### src/rtl/decode_issue_sb.sv
// Decode/issue stage for WISC 16-bit instructions: register file, in-flight
// write scoreboard with hazard stalls, decode-time branch resolution.
module decode_issue_sb #(
   parameter int unsigned DATA_W = 16,
   parameter int unsigned ADDR_W = 16,
   parameter int unsigned NREGS  = 16,
   parameter int unsigned CNT_W  = 2
) (
   input  logic              clk,
   input  logic              rst,
   input  logic              if_valid,
   output logic              if_ready,
   input  logic [15:0]       if_inst,
   input  logic [ADDR_W-1:0] if_pc_next,
   input  logic [2:0]        flags,
   input  logic              flag_wb,
   input  logic              wb_en,
   input  logic [3:0]        wb_rd,
   input  logic [DATA_W-1:0] wb_data,
   output logic              ex_valid,
   input  logic              ex_ready,
   output logic [3:0]        ex_opcode,
   output logic [3:0]        ex_rd,
   output logic [DATA_W-1:0] ex_a,
   output logic [DATA_W-1:0] ex_b,
   output logic [DATA_W-1:0] ex_imm,
   output logic              ex_regwrite,
   output logic              ex_setflags,
   output logic              br_valid,
   output logic              br_taken,
   output logic [ADDR_W-1:0] br_target,
   output logic              halted
);

   localparam int unsigned MW = (DATA_W > ADDR_W) ? DATA_W : ADDR_W;
   localparam logic [CNT_W-1:0] CNT_MAX = '1;

   logic [DATA_W-1:0] regs_q [NREGS];
   logic [DATA_W-1:0] regs_d [NREGS];
   logic [CNT_W-1:0]  cnt_q [NREGS];
   logic [CNT_W-1:0]  cnt_d [NREGS];
   logic [CNT_W-1:0]  cnt_eff [NREGS];
   logic [NREGS-1:0]  dec;
   logic [CNT_W-1:0]  fcnt_q, fcnt_d, fcnt_eff;
   logic              fdec;

   logic              ex_valid_q, ex_valid_d;
   logic [3:0]        ex_opcode_q, ex_opcode_d, ex_rd_q, ex_rd_d;
   logic [DATA_W-1:0] ex_a_q, ex_a_d, ex_b_q, ex_b_d, ex_imm_q, ex_imm_d;
   logic              ex_regwrite_q, ex_regwrite_d, ex_setflags_q, ex_setflags_d;
   logic              br_valid_q, br_valid_d, br_taken_q, br_taken_d;
   logic [ADDR_W-1:0] br_target_q, br_target_d;
   logic              halted_q, halted_d;

   logic [3:0]        op, rd, rs, rt;
   logic [2:0]        cc;
   logic              is_nop, is_branch, is_br;
   logic              rd_rs, rd_rt, rd_rdsrc, writer, setflag, need_flags;
   logic [DATA_W-1:0] rs_val, rt_val, rd_val, a_val, b_val, imm_val;
   logic [MW-1:0]     pc_ext, rs_ext;
   logic [ADDR_W-1:0] off, tgt;
   logic              cond, hazard, out_free, accept, load, br_acc;

   assign op = if_inst[15:12];
   assign rd = if_inst[11:8];
   assign rs = if_inst[7:4];
   assign rt = if_inst[3:0];
   assign cc = if_inst[11:9];

   // Instruction class decode; NOP is masked out of every source/destination
   always_comb begin
      is_nop     = (if_inst == 16'h0000);
      is_br      = (op == 4'hD);
      is_branch  = (op == 4'hC) || is_br;
      rd_rs      = !is_nop && ((op <= 4'h9) || is_br);
      rd_rt      = !is_nop && ((op <= 4'h3) || (op == 4'h7));
      rd_rdsrc   = (op == 4'h9) || (op == 4'hA) || (op == 4'hB);
      writer     = !is_nop && ((op <= 4'h8) || (op == 4'hA) || (op == 4'hB) || (op == 4'hE));
      setflag    = !is_nop && ((op <= 4'h2) || ((op >= 4'h4) && (op <= 4'h6)));
      need_flags = is_branch && (cc != 3'b111);
   end

   // Register reads with write-before-read bypass from WB
   assign rs_val = (rs == 4'd0) ? '0 : (wb_en && (wb_rd == rs)) ? wb_data : regs_q[rs];
   assign rt_val = (rt == 4'd0) ? '0 : (wb_en && (wb_rd == rt)) ? wb_data : regs_q[rt];
   assign rd_val = (rd == 4'd0) ? '0 : (wb_en && (wb_rd == rd)) ? wb_data : regs_q[rd];
   assign pc_ext = MW'(if_pc_next);
   assign rs_ext = MW'(rs_val);

   // Operand and immediate selection per opcode
   always_comb begin
      a_val   = '0;
      b_val   = '0;
      imm_val = '0;
      if (op <= 4'h9) a_val = rs_val;
      if ((op == 4'hA) || (op == 4'hB)) a_val = rd_val;
      if ((op <= 4'h3) || (op == 4'h7)) b_val = rt_val;
      if (op == 4'h9) b_val = rd_val;
      case (op)
         4'h4, 4'h5, 4'h6: imm_val = DATA_W'(if_inst[3:0]);
         4'h8, 4'h9:       imm_val = {{(DATA_W-4){if_inst[3]}}, if_inst[3:0]};
         4'hA, 4'hB:       imm_val = DATA_W'(if_inst[7:0]);
         4'hE:             imm_val = pc_ext[DATA_W-1:0];
         default:          imm_val = '0;
      endcase
   end

   // Branch condition on {Z,V,N} and target
   always_comb begin
      case (cc)
         3'b000:  cond = !flags[2];
         3'b001:  cond = flags[2];
         3'b010:  cond = !flags[2] && !flags[0];
         3'b011:  cond = flags[0];
         3'b100:  cond = flags[2] || (!flags[2] && !flags[0]);
         3'b101:  cond = flags[0] || flags[2];
         3'b110:  cond = flags[1];
         default: cond = 1'b1;
      endcase
      off = {{(ADDR_W-9){if_inst[8]}}, if_inst[8:0]};
      tgt = is_br ? rs_ext[ADDR_W-1:0] : (if_pc_next + (off << 1));
   end

   // Counts as they will look after this cycle's write-back decrements
   always_comb begin
      for (int r = 0; r < NREGS; r++) begin
         dec[r]     = wb_en && (wb_rd == 4'(r)) && (r != 0) && (cnt_q[r] != '0);
         cnt_eff[r] = cnt_q[r] - CNT_W'(dec[r]);
      end
      fdec     = flag_wb && (fcnt_q != '0);
      fcnt_eff = fcnt_q - CNT_W'(fdec);
   end

   // Hazard detection and handshake
   always_comb begin
      hazard = (rd_rs && (rs != 4'd0) && (cnt_eff[rs] != '0)) ||
               (rd_rt && (rt != 4'd0) && (cnt_eff[rt] != '0)) ||
               (rd_rdsrc && (rd != 4'd0) && (cnt_eff[rd] != '0)) ||
               (writer && (cnt_eff[rd] == CNT_MAX)) ||
               (setflag && (fcnt_eff == CNT_MAX)) ||
               (need_flags && (fcnt_eff != '0));
      out_free = !ex_valid_q || ex_ready;
      if_ready = !halted_q && !hazard && (out_free || is_nop || is_branch);
      accept   = if_valid && if_ready;
      load     = accept && !is_nop && !is_branch;
      br_acc   = accept && is_branch;
   end

   // Next-state for outputs, register file and scoreboard
   always_comb begin
      ex_valid_d    = ex_valid_q;
      ex_opcode_d   = ex_opcode_q;
      ex_rd_d       = ex_rd_q;
      ex_a_d        = ex_a_q;
      ex_b_d        = ex_b_q;
      ex_imm_d      = ex_imm_q;
      ex_regwrite_d = ex_regwrite_q;
      ex_setflags_d = ex_setflags_q;
      br_valid_d    = 1'b0;
      br_taken_d    = br_taken_q;
      br_target_d   = br_target_q;
      halted_d      = halted_q || (load && (op == 4'hF));
      fcnt_d        = fcnt_q;
      if (ex_valid_q && ex_ready) ex_valid_d = 1'b0;
      if (load) begin
         ex_valid_d    = 1'b1;
         ex_opcode_d   = op;
         ex_rd_d       = rd;
         ex_a_d        = a_val;
         ex_b_d        = b_val;
         ex_imm_d      = imm_val;
         ex_regwrite_d = writer;
         ex_setflags_d = setflag;
      end
      if (br_acc) begin
         br_valid_d  = 1'b1;
         br_taken_d  = cond;
         br_target_d = tgt;
      end
      for (int r = 0; r < NREGS; r++) begin
         regs_d[r] = regs_q[r];
         if (wb_en && (wb_rd == 4'(r)) && (r != 0)) regs_d[r] = wb_data;
         cnt_d[r] = cnt_q[r];
         case ({load && writer && (rd == 4'(r)) && (r != 0), dec[r]})
            2'b10:   cnt_d[r] = cnt_q[r] + CNT_W'(1);
            2'b01:   cnt_d[r] = cnt_q[r] - CNT_W'(1);
            default: cnt_d[r] = cnt_q[r];
         endcase
      end
      case ({load && setflag, fdec})
         2'b10:   fcnt_d = fcnt_q + CNT_W'(1);
         2'b01:   fcnt_d = fcnt_q - CNT_W'(1);
         default: fcnt_d = fcnt_q;
      endcase
   end

   // State registers with asynchronous reset
   always_ff @(posedge clk or posedge rst) begin
      if (rst) begin
         ex_valid_q    <= 1'b0;
         ex_opcode_q   <= '0;
         ex_rd_q       <= '0;
         ex_a_q        <= '0;
         ex_b_q        <= '0;
         ex_imm_q      <= '0;
         ex_regwrite_q <= 1'b0;
         ex_setflags_q <= 1'b0;
         br_valid_q    <= 1'b0;
         br_taken_q    <= 1'b0;
         br_target_q   <= '0;
         halted_q      <= 1'b0;
         fcnt_q        <= '0;
         for (int r = 0; r < NREGS; r++) begin
            regs_q[r] <= '0;
            cnt_q[r]  <= '0;
         end
      end else begin
         ex_valid_q    <= ex_valid_d;
         ex_opcode_q   <= ex_opcode_d;
         ex_rd_q       <= ex_rd_d;
         ex_a_q        <= ex_a_d;
         ex_b_q        <= ex_b_d;
         ex_imm_q      <= ex_imm_d;
         ex_regwrite_q <= ex_regwrite_d;
         ex_setflags_q <= ex_setflags_d;
         br_valid_q    <= br_valid_d;
         br_taken_q    <= br_taken_d;
         br_target_q   <= br_target_d;
         halted_q      <= halted_d;
         fcnt_q        <= fcnt_d;
         for (int r = 0; r < NREGS; r++) begin
            regs_q[r] <= regs_d[r];
            cnt_q[r]  <= cnt_d[r];
         end
      end
   end

   assign ex_valid    = ex_valid_q;
   assign ex_opcode   = ex_opcode_q;
   assign ex_rd       = ex_rd_q;
   assign ex_a        = ex_a_q;
   assign ex_b        = ex_b_q;
   assign ex_imm      = ex_imm_q;
   assign ex_regwrite = ex_regwrite_q;
   assign ex_setflags = ex_setflags_q;
   assign br_valid    = br_valid_q;
   assign br_taken    = br_taken_q;
   assign br_target   = br_target_q;
   assign halted      = halted_q;

endmodule
### config.mk
export PLATFORM = sky130hd
export DESIGN_NAME = decode_issue_sb
export DESIGN_NICKNAME = d
export VERILOG_FILES = /design/src/rtl/decode_issue_sb.sv
export SDC_FILE = /design/constraint.sdc
export NUM_CORES = 1
export LEC_CHECK = 0
export CAP_MARGIN = 20
export CORE_ASPECT_RATIO = 0.7
export CORE_MARGIN = 5
export CORE_UTILIZATION = 28
export DETAILED_ROUTE_END_ITERATION = 7
export PLACE_DENSITY = 0.46
export SLEW_MARGIN = 20
export SYNTH_ARGS = -nofsm -noshare
export SYNTH_HDL_FRONTEND = slang
export SYNTH_SLANG_ARGS = --single-unit
export TNS_END_PERCENT = 50
### constraint.sdc
create_clock -name clk -period 11.85 [get_ports clk]
set_input_delay 2.37 -clock clk [delete_from_list [all_inputs] [get_ports clk]]
set_output_delay 2.37 -clock clk [all_outputs]
set_load 0.005 [all_outputs]
* Yosys cells after proc, flatten, opt, wreduce, memory -nomap -nowiden
Cells that the tools add are included.
W data, S select, Z words.
** Storage, ports and cells
- Register bits after elaboration :: 350
- Output and inout bits :: 79
- Word-level logic and storage cells :: 391
- Bits of input ports :: 61
** Cells by class
- Eq/ne operators :: 86
- Add/sub/neg operators :: 49
- Magnitude comparators :: 9
- Bitwise operators :: 3
- Reductions and logical operators :: 151
- Muxes and demuxes :: 50
** Operators by type and width (number)
- $mux W16 :: 17
- $bmux W16 S4 :: 3
- $eq A4 B4 Y1 const B :: 24
- $logic_and A1 B1 Y1 :: 75
- $reduce_bool A2 Y1 :: 37
- $pmux W16 S4 :: 1
- $pmux W2 S2 :: 16
- $eq A4 B3 Y1 const B :: 12
- $eq A2 B2 Y1 const B :: 18
- $add A2 B1 Y2 const B :: 16
- $eq A2 B1 Y1 const B :: 16
- $sub A2 B1 Y2 :: 16
- $sub A2 B1 Y2 const B :: 16
- $bmux W2 S4 :: 3
- $logic_or A1 B1 Y1 :: 21
- $add A16 B16 Y16 :: 1
- $eq A4 B2 Y1 const B :: 4
- $logic_not A16 Y1 :: 1
- $ge A5 B5 Y1 const B :: 3
- $not A4 Y5 :: 3
- $eq A4 B4 Y1 :: 3
- $logic_not A4 Y1 :: 3
- $mux W2 :: 6
- $reduce_bool A4 Y1 :: 3
- 15 further kinds :: 30

* Longest topological paths before layout
Gate-level depths: netlist (run 1).
- Depth after elaboration :: 24
- Depth in mapped cells :: 23
- Depth with buffers taken out :: 17

* Worst setup path before layout (run 1)
Ideal clock, no wire load.
- Path type :: in2out
- Start point :: input port wb_rd[3]
- End point :: output port if_ready
- Data arrival time :: 5.489 ns
- Slack :: 3.991 ns
- Stages on the path :: 14
- Path buffers :: 3
- Cell sequence :: clkbuf_1 nor3b_1 nor2b_1 clkbuf_1 buf_1 o21a_1 ha_1 xnor2_1 mux4_2 nor3b_1 a211o_1 nor3_1 nor4_1 nor2_1
** On the way
- Word-level cells in the longest chain between the ends :: 17
- Elaborated cells between the ends (all ways) :: 85
- Those cells by class :: add/sub: 15; eq/ne: 16; mux: 9; reduce/logical: 45
** RTL lines
- start, declared :: line 18 : input logic [3:0] wb_rd,
- $eq A4 B4 Y1, or another cell as far along :: line 127 : dec[r] = wb_en && (wb_rd == 4'(r)) && (r != 0) && (cnt_q[r] != '0);
- $logic_and A1 B1 Y1 (2 in a row) :: line 127
- $sub A2 B1 Y2 :: line 128 : cnt_eff[r] = cnt_q[r] - CNT_W'(dec[r]);
- $bmux W2 S4 (on tied branches) :: line 136, 137
- $mux W2 (on tied branches) (2 in a row) :: line 136, 137
- $reduce_bool A2 Y1 (on tied branches) :: line 136, 137
- $logic_and A1 B1 Y1 (on tied branches) :: line 136, 137
- $logic_or A1 B1 Y1 :: line 136 : hazard = (rd_rs && (rs != 4'd0) && (cnt_eff[rs] != '0)) ||
- $logic_or A1 B1 Y1 :: line 137 : (rd_rt && (rt != 4'd0) && (cnt_eff[rt] != '0)) ||
- $logic_or A1 B1 Y1 * :: line 138 : (rd_rdsrc && (rd != 4'd0) && (cnt_eff[rd] != '0)) ||
- $logic_or A1 B1 Y1 * :: line 139 : (writer && (cnt_eff[rd] == CNT_MAX)) ||
- $logic_or A1 B1 Y1 * :: line 140 : (setflag && (fcnt_eff == CNT_MAX)) ||
- $logic_not A1 Y1 * :: line 143 : if_ready = !halted_q && !hazard && (out_free || is_nop || is_branch);
- $logic_and A1 B1 Y1 * (2 in a row) :: line 143
- end, declared :: line 12 : output logic if_ready,
Mark *: on every way between the ends. The rest lies on a longest branch, timed or not. The select of a mux whose other input is x is not followed.

* Worst setup path after layout (run 1)
- Start point :: input port wb_rd[0]
- End point :: output port if_ready
The elaborated chain is that of the path after synthesis.

==> results.md, run 1 <==
* Critical Path Start Type: primary input
* Area growth, synth to finish at 17.4%
* Non-Filler Instances at between 2k and 3k
* Share of the synthesized area in the top cell type at 0.388
* Post-synth EDFFs at 0
* Worst Tran Pin Value at between 1000 and 1500 ps
* Post-synth cell types at 69
* Arr. time, crit path at 6820 ps
* Largest family of logic cells by synthesized area: multiplexers
* Clk pwr share at 0.273
* Post-CTS setup buffer count at 0
* Nets at around 1.9k
* I/O Pins at 140
* I/O Buffers at approximately 140
* Ys async rst share at 1.00
* Final min period at a little over 9000 ps
* Syn Nets at 1861
* ANT cells at 0
* PwrDens at around 180 mW/mm²
* DIE WIDTH at about 350 µm
* HPWL Detailed at around 50000 µm
* Synth Area in Adders at 0.0268
* Share of layout cells above drive strength 1 at 0.358
* Via density at approximately 5.5
* Worst-case reg-to-reg path depth at 11
* Power share of the combinational group at 0.341
* GRT Total Usage at 0.182
* Die area at around 0.086 mm²
* Sw frac at 0.319
* Seq/Total Area, Yosys at 0.388
* Cell-internal power at approximately 3.3 mW
* Mux cell area share after synthesis at 0.401
* R2R Setup Slk at about 7000 ps
* Die Y at roughly 250 µm
* Post-Syn Instances at between 1.5k and 2k
* Critical Path Sink Type: output port
* Antenna Nets Post-Route at 0
* Yosys top cell by area: dfrtp_1
* Critical path data required time at 9480 ps
* Peak VDD IR at just over 100 µV
* Synth top cells by count: dfrtp_1 (350), mux2_2 (312), mux4_2 (196)
* Final Slew Violations at 0
* P_leak at approximately 11 nW
* Post-Synth Simple-Gate Area at 0.0587
* Placed Cells at approximately 2.9k
* Top-count cell post-synth: dfrtp_1
* Drt pass-1 iters at 5
* P_sw at 1.56 mW
* Routed WL at 79800 µm
* Synth Area in Compound Gates at 0.0591
* XOR/XNOR share of the synthesized area at 0.0334
* Relative slew slack at 0.289
* Final Cycle Share at 0.776
* Clock transition at path regs at 60 ps
* Placement row count at between 80 and 90
* Avg Synthesized Cell Area at about 13 µm²
* Fmax at about 110 MHz
* Total congestion overflow at 0
* Vias at 16.0k
* Root buf cell: clkbuf_16
* Top cells by area, synth: dfrtp_1 (39%), mux4_2 (20%), mux2_2 (16%)
* Hold Path Depth at 1
* CTS tree: built
* Final setup TNS at 0 ps
* # setup viols final at 0
* Final Util at 0.330
* Core Region at 0.0802 mm²
* Vias in the first global route at about 17k
* Syn. warnings at 0
* DRT iter0 DRCs at between 1.5k and 2k
* Worst-case clock buffer depth at 3
* Seq pwr share at 0.386
* Clock latency on the worst-skew pair at 570 ps
* H-tree depth at 2
* CP Max Fanout at 17
* Pin count of the biggest net entering global routing at 160
* CTS resizes at 0
* CTS Sinks at 350
* Starting density of the core at 0.281
* Worst Skew at a little under 20 ps
* Num CTS Buffers at 40
* Post-CTS Hold Buffers at 0
* Hold Fails Final Rpt at 0
* Cell Area, Synth at 0.0226 mm²
* Pwr Total at approximately 5 mW
* First-pass GRT wire length at 117000 µm
* Routed WL per cell at around 27 µm
* Placed cell area at between 0.02 and 0.03 mm²
* Final Instance Area at approximately 0.027 mm²
* Final GP Congestion at 0.835
* Yosys reg bits at between 300 and 400
* Maxcap violations at 0
* RSZ-0062 raised after global routing: false
* Worst hold path type: flip-flop to flip-flop
* Setup CP Type: primary input to output port
* # DRC at 0
* Ys flop type: dfrtp_1
* Initial antenna violation count at 3
* Status: finished clean
## final timing paths
| check | startpoint | to |
|---|---|---|
| max in group asynchronous | rst | br_target[4] |
| worst min register to register | ex_imm[7] | ex_imm[7] |
| worst min-delay path | ex_imm[7] | ex_imm[7] |
| worst max-delay path | wb_rd[0] | if_ready |
| worst max register to register | cnt_q[19] | ex_a[2] |
| min in group asynchronous | rst | ex_b[10] |
## cell type report
cell class                      instances  area, µm²
Tap cell                             1068       1340
Inverter                               33        128
Clock buffer                           58       1190
Clock inverter                         13        176
Fill cell                            7868      53700
Sequential cell                       350       8760
Multi-Input combinational cell       1217      13100
Timing Repair Buffer                  194       1770
## stage by stage
step	hold WS (ps)	worst slack, ps
final	483	2660
after detailed placement	474	2710
after global placement	477	2750
after global routing	517	2370
after floorplan	481	3990
after CTS	489	2690
## power by group through the flow
stage | Clock [mW] | Combinational (mW) | Sequential, mW
2_1_floorplan | 0 | 1.06 | 1.82
3_3_place_gp | 0 | 1.65 | 1.87
3_5_place_dp | 0 | 1.67 | 1.90
4_1_cts | 1.37 | 1.67 | 1.88
5_1_grt | 1.42 | 1.79 | 1.93
6_report | 1.33 | 1.66 | 1.88
## placed cells by master (no fill, tap or decap), types with 7 or more instances in the layout
cell type	synthesis	layout
nor2_1	91	80
inv_1	32	31
o21ai_0	58	58
o21a_1	13	13
xor2_1	34	34
clkbuf_16	0	41
clkbuf_8	0	10
dfrtp_1	350	350
nand2_1	96	96
nand4_1	16	16
nor2_2	0	11
mux2_1	20	20
mux4_2	196	196
mux2i_1	89	89
clkdlybuf4s50_1	0	127
ha_1	46	46
nand3_1	17	17
xnor2_1	52	52
buf_2	14	8
nor2b_1	14	11
a21oi_1	16	16
o2bb2ai_1	13	13
a22o_1	36	36
mux2_2	312	312
buf_4	5	57
clkbuf_1	107	7
nor3_1	8	7
## cell families (layout without fill, tap and decap cells)
logic type | Yosys count | in the layout
adder cells (fa/ha/maj) | 48 | 48
flip-flops | 350 | 350
multiplexers | 617 | 617
XOR/XNOR | 86 | 86
buffers and inverters | 186 | 298
AND/OR/NAND/NOR | 277 | 277
AO/OA/AOI/OAI | 189 | 189
## flip-flops by register name (all words and copies together) (netlist names)
| register | count |
|---|---|
| ex_setflags | 1 |
| ex_regwrite | 1 |
| regs_q | 240 |
| ex_imm | 16 |
| halted | 1 |
| br_target | 16 |
| cnt_q | 30 |
| ex_rd | 4 |
| br_valid | 1 |
| br_taken | 1 |
| fcnt_q | 2 |
| ex_a | 16 |
| ex_valid | 1 |
| ex_b | 16 |
| ex_opcode | 4 |
## layer usage
| metal | global-route usage | up-vias | wire length, µm |
|---|---|---|---|
| li1 | - | 6822 | - |
| met1 | 0.275 | 8619 | 38700 |
| met2 | 0.276 | 482 | 35300 |
| met3 | 0.0273 | 113 | 3930 |
| met4 | 0.0417 | 2 | 1840 |
| met5 | 0 | - | 43 |
## worst max-delay path, cell delays in order
cell             delay [ps]
clkdlybuf4s50_1         620
inv_1                   190
nand2_1                 140
nor2_2                  150
buf_4                   430
o21a_1                  220
ha_1                    270
mux4_2                  480
a211oi_1                270
a21o_1                  140
nor3_1                   60
nor4_1                  760
nor2_1                  160
clkdlybuf4s50_1         550
Note: power is estimated with default switching activity, not from simulation.
==> inputs of run 2 (changes only) <==
Settings changed: PLACE_DENSITY 0.46 to 0.45.
Clock period 11.85 ns to 9.1 ns, I/O delays scaled along.
==> run 2 against run 1 <==
Die area is the same. Design area is essentially flat. Global-route usage grew 0.14 points. Via count shrank 0.29%. Total power grew 31%. Combinational power grew 30%. Critical path depth shrank 1. Sequential share of layout area is essentially flat. Largest power group unchanged.
==> results.md, run 2 (synthesis results as in run 1) <==
* Status: finished clean
* Total congestion overflow at 0
* Most frequent cells in the layout: dfrtp_1 (350), mux2_2 (312), mux4_2 (196)
* DIE WIDTH at between 300 and 400 µm
* HPWL Detailed at a little under 50000 µm
* Vias at between 15k and 20k
* I/O Buffers at 139
* Clock transition at path regs at 60 ps
* Via density at 5.46
* Nets at between 1.5k and 2k
* Maxcap violations at 0
* Most common cell after layout, fill and taps aside: dfrtp_1
* Die Y at roughly 250 µm
* Final setup TNS at 0 ps
* Drt pass-1 iters at 5
* Share of layout cells above drive strength 1 at 0.356
* DRT iter0 DRCs at about 1.3k
* Num CTS Buffers at 39
* H-tree depth at 2
* CTS tree: built
* Worst hold path type: flip-flop to flip-flop
* Area growth, synth to finish at 17.5%
* Root buf cell: clkbuf_16
* Post-CTS Hold Buffers at 0
* CTS Sinks at between 300 and 400
* # DRC at 0
* Starting density of the core at 0.281
* GRT Total Usage at 0.183
* First-pass GRT wire length at between 100000 and 150000 µm
* Final GP Congestion at slightly above 0.8
* Final Slew Violations at 0
* Hold Fails Final Rpt at 0
* Largest reg by FF count: regs_q
* CTS resizes at 0
* Pin count of the biggest net entering global routing at between 150 and 200
* Clock latency on the worst-skew pair at 560 ps
* Final Instance Area at ~0.027 mm²
* Final Cycle Share at 0.858
* Fmax at approximately 130 MHz
* Routed WL per cell at about 27 µm
* Worst Tran Pin Value at 1060 ps
* Placed Cells at 2856
* Critical path data required time at around 7300 ps
* I/O Pins at 140
* Critical Path Start Type: primary input
* Initial antenna violation count at 2
* CP Max Fanout at 17
* Arr. time, crit path at ~6000 ps
* Placed cell area at 0.0251 mm²
* Largest registers: regs_q: 240 flops, cnt_q: 30 flops
* Core Region at roughly 0.080 mm²
* Post-CTS setup buffer count at 0
* Worst Skew at 15.0 ps
* Relative slew slack at 0.295
* Hold_ws at about 490 ps
* Non-Filler Instances at approximately 2.9k
* P_leak at roughly 11 nW
* Vias in the first global route at roughly 17k
* Peak VDD IR at about 110 µV
* Routed WL at 80400 µm
* Die area at around 0.086 mm²
* # setup viols final at 0
* Final Util at 0.331
* Antenna Nets Post-Route at 0
* RSZ-0062 raised after global routing: false
* Worst-case clock buffer depth at 3
* Setup CP Type: primary input to output port
* Final min period at between 7000 and 8000 ps
* Largest register FFs at 240
* Critical Path Sink Type: output port
* PwrDens at 241 mW/mm²
* Placement row count at 87
[run 2: final timing paths]
path | start | to | slack, ps | cells past startpoint
worst max-delay path | wb_rd[2] | if_ready | 1290 | 13
worst min-delay path | ex_imm[6] | ex_imm[6] | 490 | 1
worst max register to register | cnt_q[24] | cnt_q[23] | 4730 | 14
worst min register to register | ex_imm[6] | ex_imm[6] | 490 | 1
max in group asynchronous | rst | regs_q[97] | 5790 | 4
min in group asynchronous | rst | regs_q[173] | 1830 | 3
[run 2: through the flow]
stage	power, mW	worst slack [ps]
floorplan	3.75	2340
global placement	4.59	1290
detailed placement	4.63	1300
CTS	6.45	1270
global route	6.74	1080
finish	6.39	1290
[run 2: layout make-up]
type / instances / area (µm²)
antenna: 2 / 5.00
timing repair buffer: 188 / 1730
sequential: 350 / 8760
inverter: 33 / 128
tap: 1068 / 1340
clock buffer: 56 / 1150
clock inverter: 14 / 250
multi-input combinational: 1217 / 13200
fill: 7872 / 53700
[run 2: worst max-delay path: stages]
cell and delay (ps):
clkdlybuf4s50_1 590, nand3b_1 350, or3_1 370, buf_4 280, nor2_1 210, ha_1 270
mux4_2 460, a211oi_1 280, a21o_1 140, nand3_1 70, o211ai_1 480, nor2_1 140
clkdlybuf4s50_1 520
[run 2: where the power goes]
group | internal [mW] | leakage, nW | total [mW] | switching (mW)
clock network | 1.08 | 0.684 | 1.79 | 0.707
registers | 2.03 | 4.35 | 2.44 | 0.414
logic | 1.27 | 5.74 | 2.16 | 0.885
total | 4.38 | 10.8 | 6.39 | 2.01
[run 2: per-layer routing]
| layer | track usage | vias up | share of wire |
|---|---|---|---|
| met1 | 0.278 | 8633 | 0.49 |
| met4 | 0.0321 | 0 | 0.015 |
| met3 | 0.0359 | 74 | 0.059 |
| met5 | 0 | - | 0 |
| met2 | 0.275 | 478 | 0.44 |
| li1 | - | 6807 | - |
==> inputs of run 3 (changes only) <==
Settings changed: CTS_BUF_LIST from default to sky130_fd_sc_hd__clkbuf_8 sky130_fd_sc_hd__clkbuf_16, SETUP_SLACK_MARGIN from default to 0.5.
==> run 3 against run 2 <==
Worst setup slack hardly changed. Highest routed layer unchanged. Core utilization stayed put. First-iteration DRC count is 0.56% higher. Clock skew hardly changed. Via count is 0.23% higher. Sequential cell count stayed put. Die area stayed put. Critical endpoint unchanged. Sequential power hardly changed. Sequential share of layout area stayed put. Global-route usage stayed put. Design area stayed put.
==> results.md, run 3 (synthesis results as in run 1) <==
* Nets at between 1.5k and 2k
* # fillers at approximately 7.9k
* Area taken by flip-flops and latches at 0.00876 mm²
* Final min period at 7810 ps
* Final Cycle Share at 0.858
* Root buf cell: clkbuf_16
* First-pass GRT wire length at ~120000 µm
* Worst Tran Pin Value at 1070 ps
* Largest registers: regs_q: 240 flops, cnt_q: 30 flops
* Worst hold path type: flip-flop to flip-flop
* Initial antenna violation count at 2
* Arr. time, crit path at around 6000 ps
* Crit-path cells: clkdlybuf4s50_1 -> nand3b_1 -> or3_1 -> buf_4 -> nor2_1 -> ha_1 -> mux4_2 -> a211oi_1 -> a21o_1 -> nand3_1 -> o211ai_1 -> nor2_1 -> clkdlybuf4s50_1
* Largest reg by FF count: regs_q
* Final setup TNS at 0 ps
* Pin count of the biggest net entering global routing at about 170
* Final Slew Violations at 0
* Clock transition at path regs at 60 ps
* Total congestion overflow at 0
* Die area at roughly 0.086 mm²
* Setup ws final at roughly 1300 ps
* Most common cell after layout, fill and taps aside: dfrtp_1
* Hold Fails Final Rpt at 0
* CTS resizes at 0
* I/O Pins at 140
* Clock latency on the worst-skew pair at 560 ps
* Slowest stage delay, CP at 580 ps
* Peak VDD IR at 106 µV
* Status: finished clean
* P_leak at approximately 11 nW
* # DRC at 0
* H-tree depth at 2
* Maxcap violations at 0
* PwrDens at approximately 240 mW/mm²
* GRT Total Usage at 0.183
* Setup CP Type: primary input to output port
* Die Y at roughly 250 µm
* RSZ-0062 raised after global routing: false
* Post-CTS setup buffer count at 0
* Vias in the first global route at 16.5k
* Routed WL per cell at between 20 and 30 µm
* Largest register FFs at 240
* Fmax at approximately 130 MHz
* Share of layout cells above drive strength 1 at 0.356
* Setup WS pre-CTS at roughly 1300 ps
* Post-CTS Hold Buffers at 0
* I/O Buffers at between 100 and 150
* Routed WL at approximately 80000 µm
* Relative slew slack at 0.288
* Area growth, synth to finish at 17.5%
* Placement row count at a little under 90
* CP Max Fanout at 17
* HPWL Detailed at between 40000 and 50000 µm
* CTS tree: built
* Via density at ~5.5
* DRT iter0 DRCs at around 1.3k
* Most frequent cells in the layout: dfrtp_1 (350), mux2_2 (312), mux4_2 (196)
* Drt pass-1 iters at 5
* Critical path data required time at around 7300 ps
* CTS Sinks at between 300 and 400
* Pwr Total at around 6.4 mW
* Core Region at 0.0802 mm²
* DIE WIDTH at around 350 µm
* Worst-case clock buffer depth at 3
* Final GP Congestion at approximately 0.81
* Starting density of the core at 0.281
* Antenna Nets Post-Route at 0
* Vias at around 16k
* Critical Path Start Type: primary input
* Worst Skew at between 10 and 15 ps
* Area of the multi-input gates at 0.0132 mm²
* Slowest CP cell: clkdlybuf4s50_1
* Num CTS Buffers at 39
* # setup viols final at 0
* Critical Path Sink Type: output port
==> run 3: cell types whose count changed in the layout (fill, tap and decap cells not counted), sizes merged <==
cell / change
clkbuf: -8
inv: +8
==> run 3: metrics by stage <==
step           cell area, µm²   util  instances  hold WS (ps)
2_1_floorplan           22600      -       1753           481
3_3_place_gp            25100  0.313       2856           473
3_5_place_dp            25100  0.313       2856           475
4_1_cts                 26500  0.330       2926           493
5_1_grt                 26500  0.330       2926           515
6_report                26500  0.331       2928           489
==> run 3: final timing paths <==
kind,from,depth (start not counted),slack (ps),to
max,wb_rd[2],13,1290,if_ready
min,ex_imm[6],1,490,ex_imm[6]
max reg2reg,cnt_q[24],14,4730,cnt_q[23]
min reg2reg,ex_imm[6],1,490,ex_imm[6]
max in group asynchronous,rst,4,5790,regs_q[97]
min in group asynchronous,rst,3,1830,regs_q[173]
==> run 3: power by group <==
part           internal (mW)  switching, mW
logic                   1.27          0.885
clock network           1.07          0.709
registers               2.03          0.413
total                   4.37           2.01
==> run 3: layout make-up <==
| cell class | count | area share |
|---|---|---|
| Multi-Input combinational cell | 1217 | 0.496 |
| Sequential cell | 350 | 0.330 |
| Timing Repair Buffer | 188 | 0.0654 |
| Tap cell | 1068 | 0.0504 |
| Clock buffer | 48 | 0.0423 |
| Clock inverter | 22 | 0.0106 |
| Inverter | 33 | 0.00481 |
| Antenna cell | 2 | 0.000189 |
==> run 3: worst max-delay path: cells and delay by family <==
kind                       cells  cell delay (ps)
muxes                          1              460
buffers and inverters          3             1380
AOI/OAI and AO/OA              3              900
adders and majority gates      1              280
and+or+nand+nor                5             1150
==> run 3: routing by layer <==
layer,global-route usage,vias up,wire [µm],share of wire
li1,-,6808,-,-
met2,0.275,472,35300,0.44
met3,0.0359,78,4640,0.058
met1,0.278,8670,39200,0.49
met4,0.0321,0,1210,0.015
met5,0,-,0,0
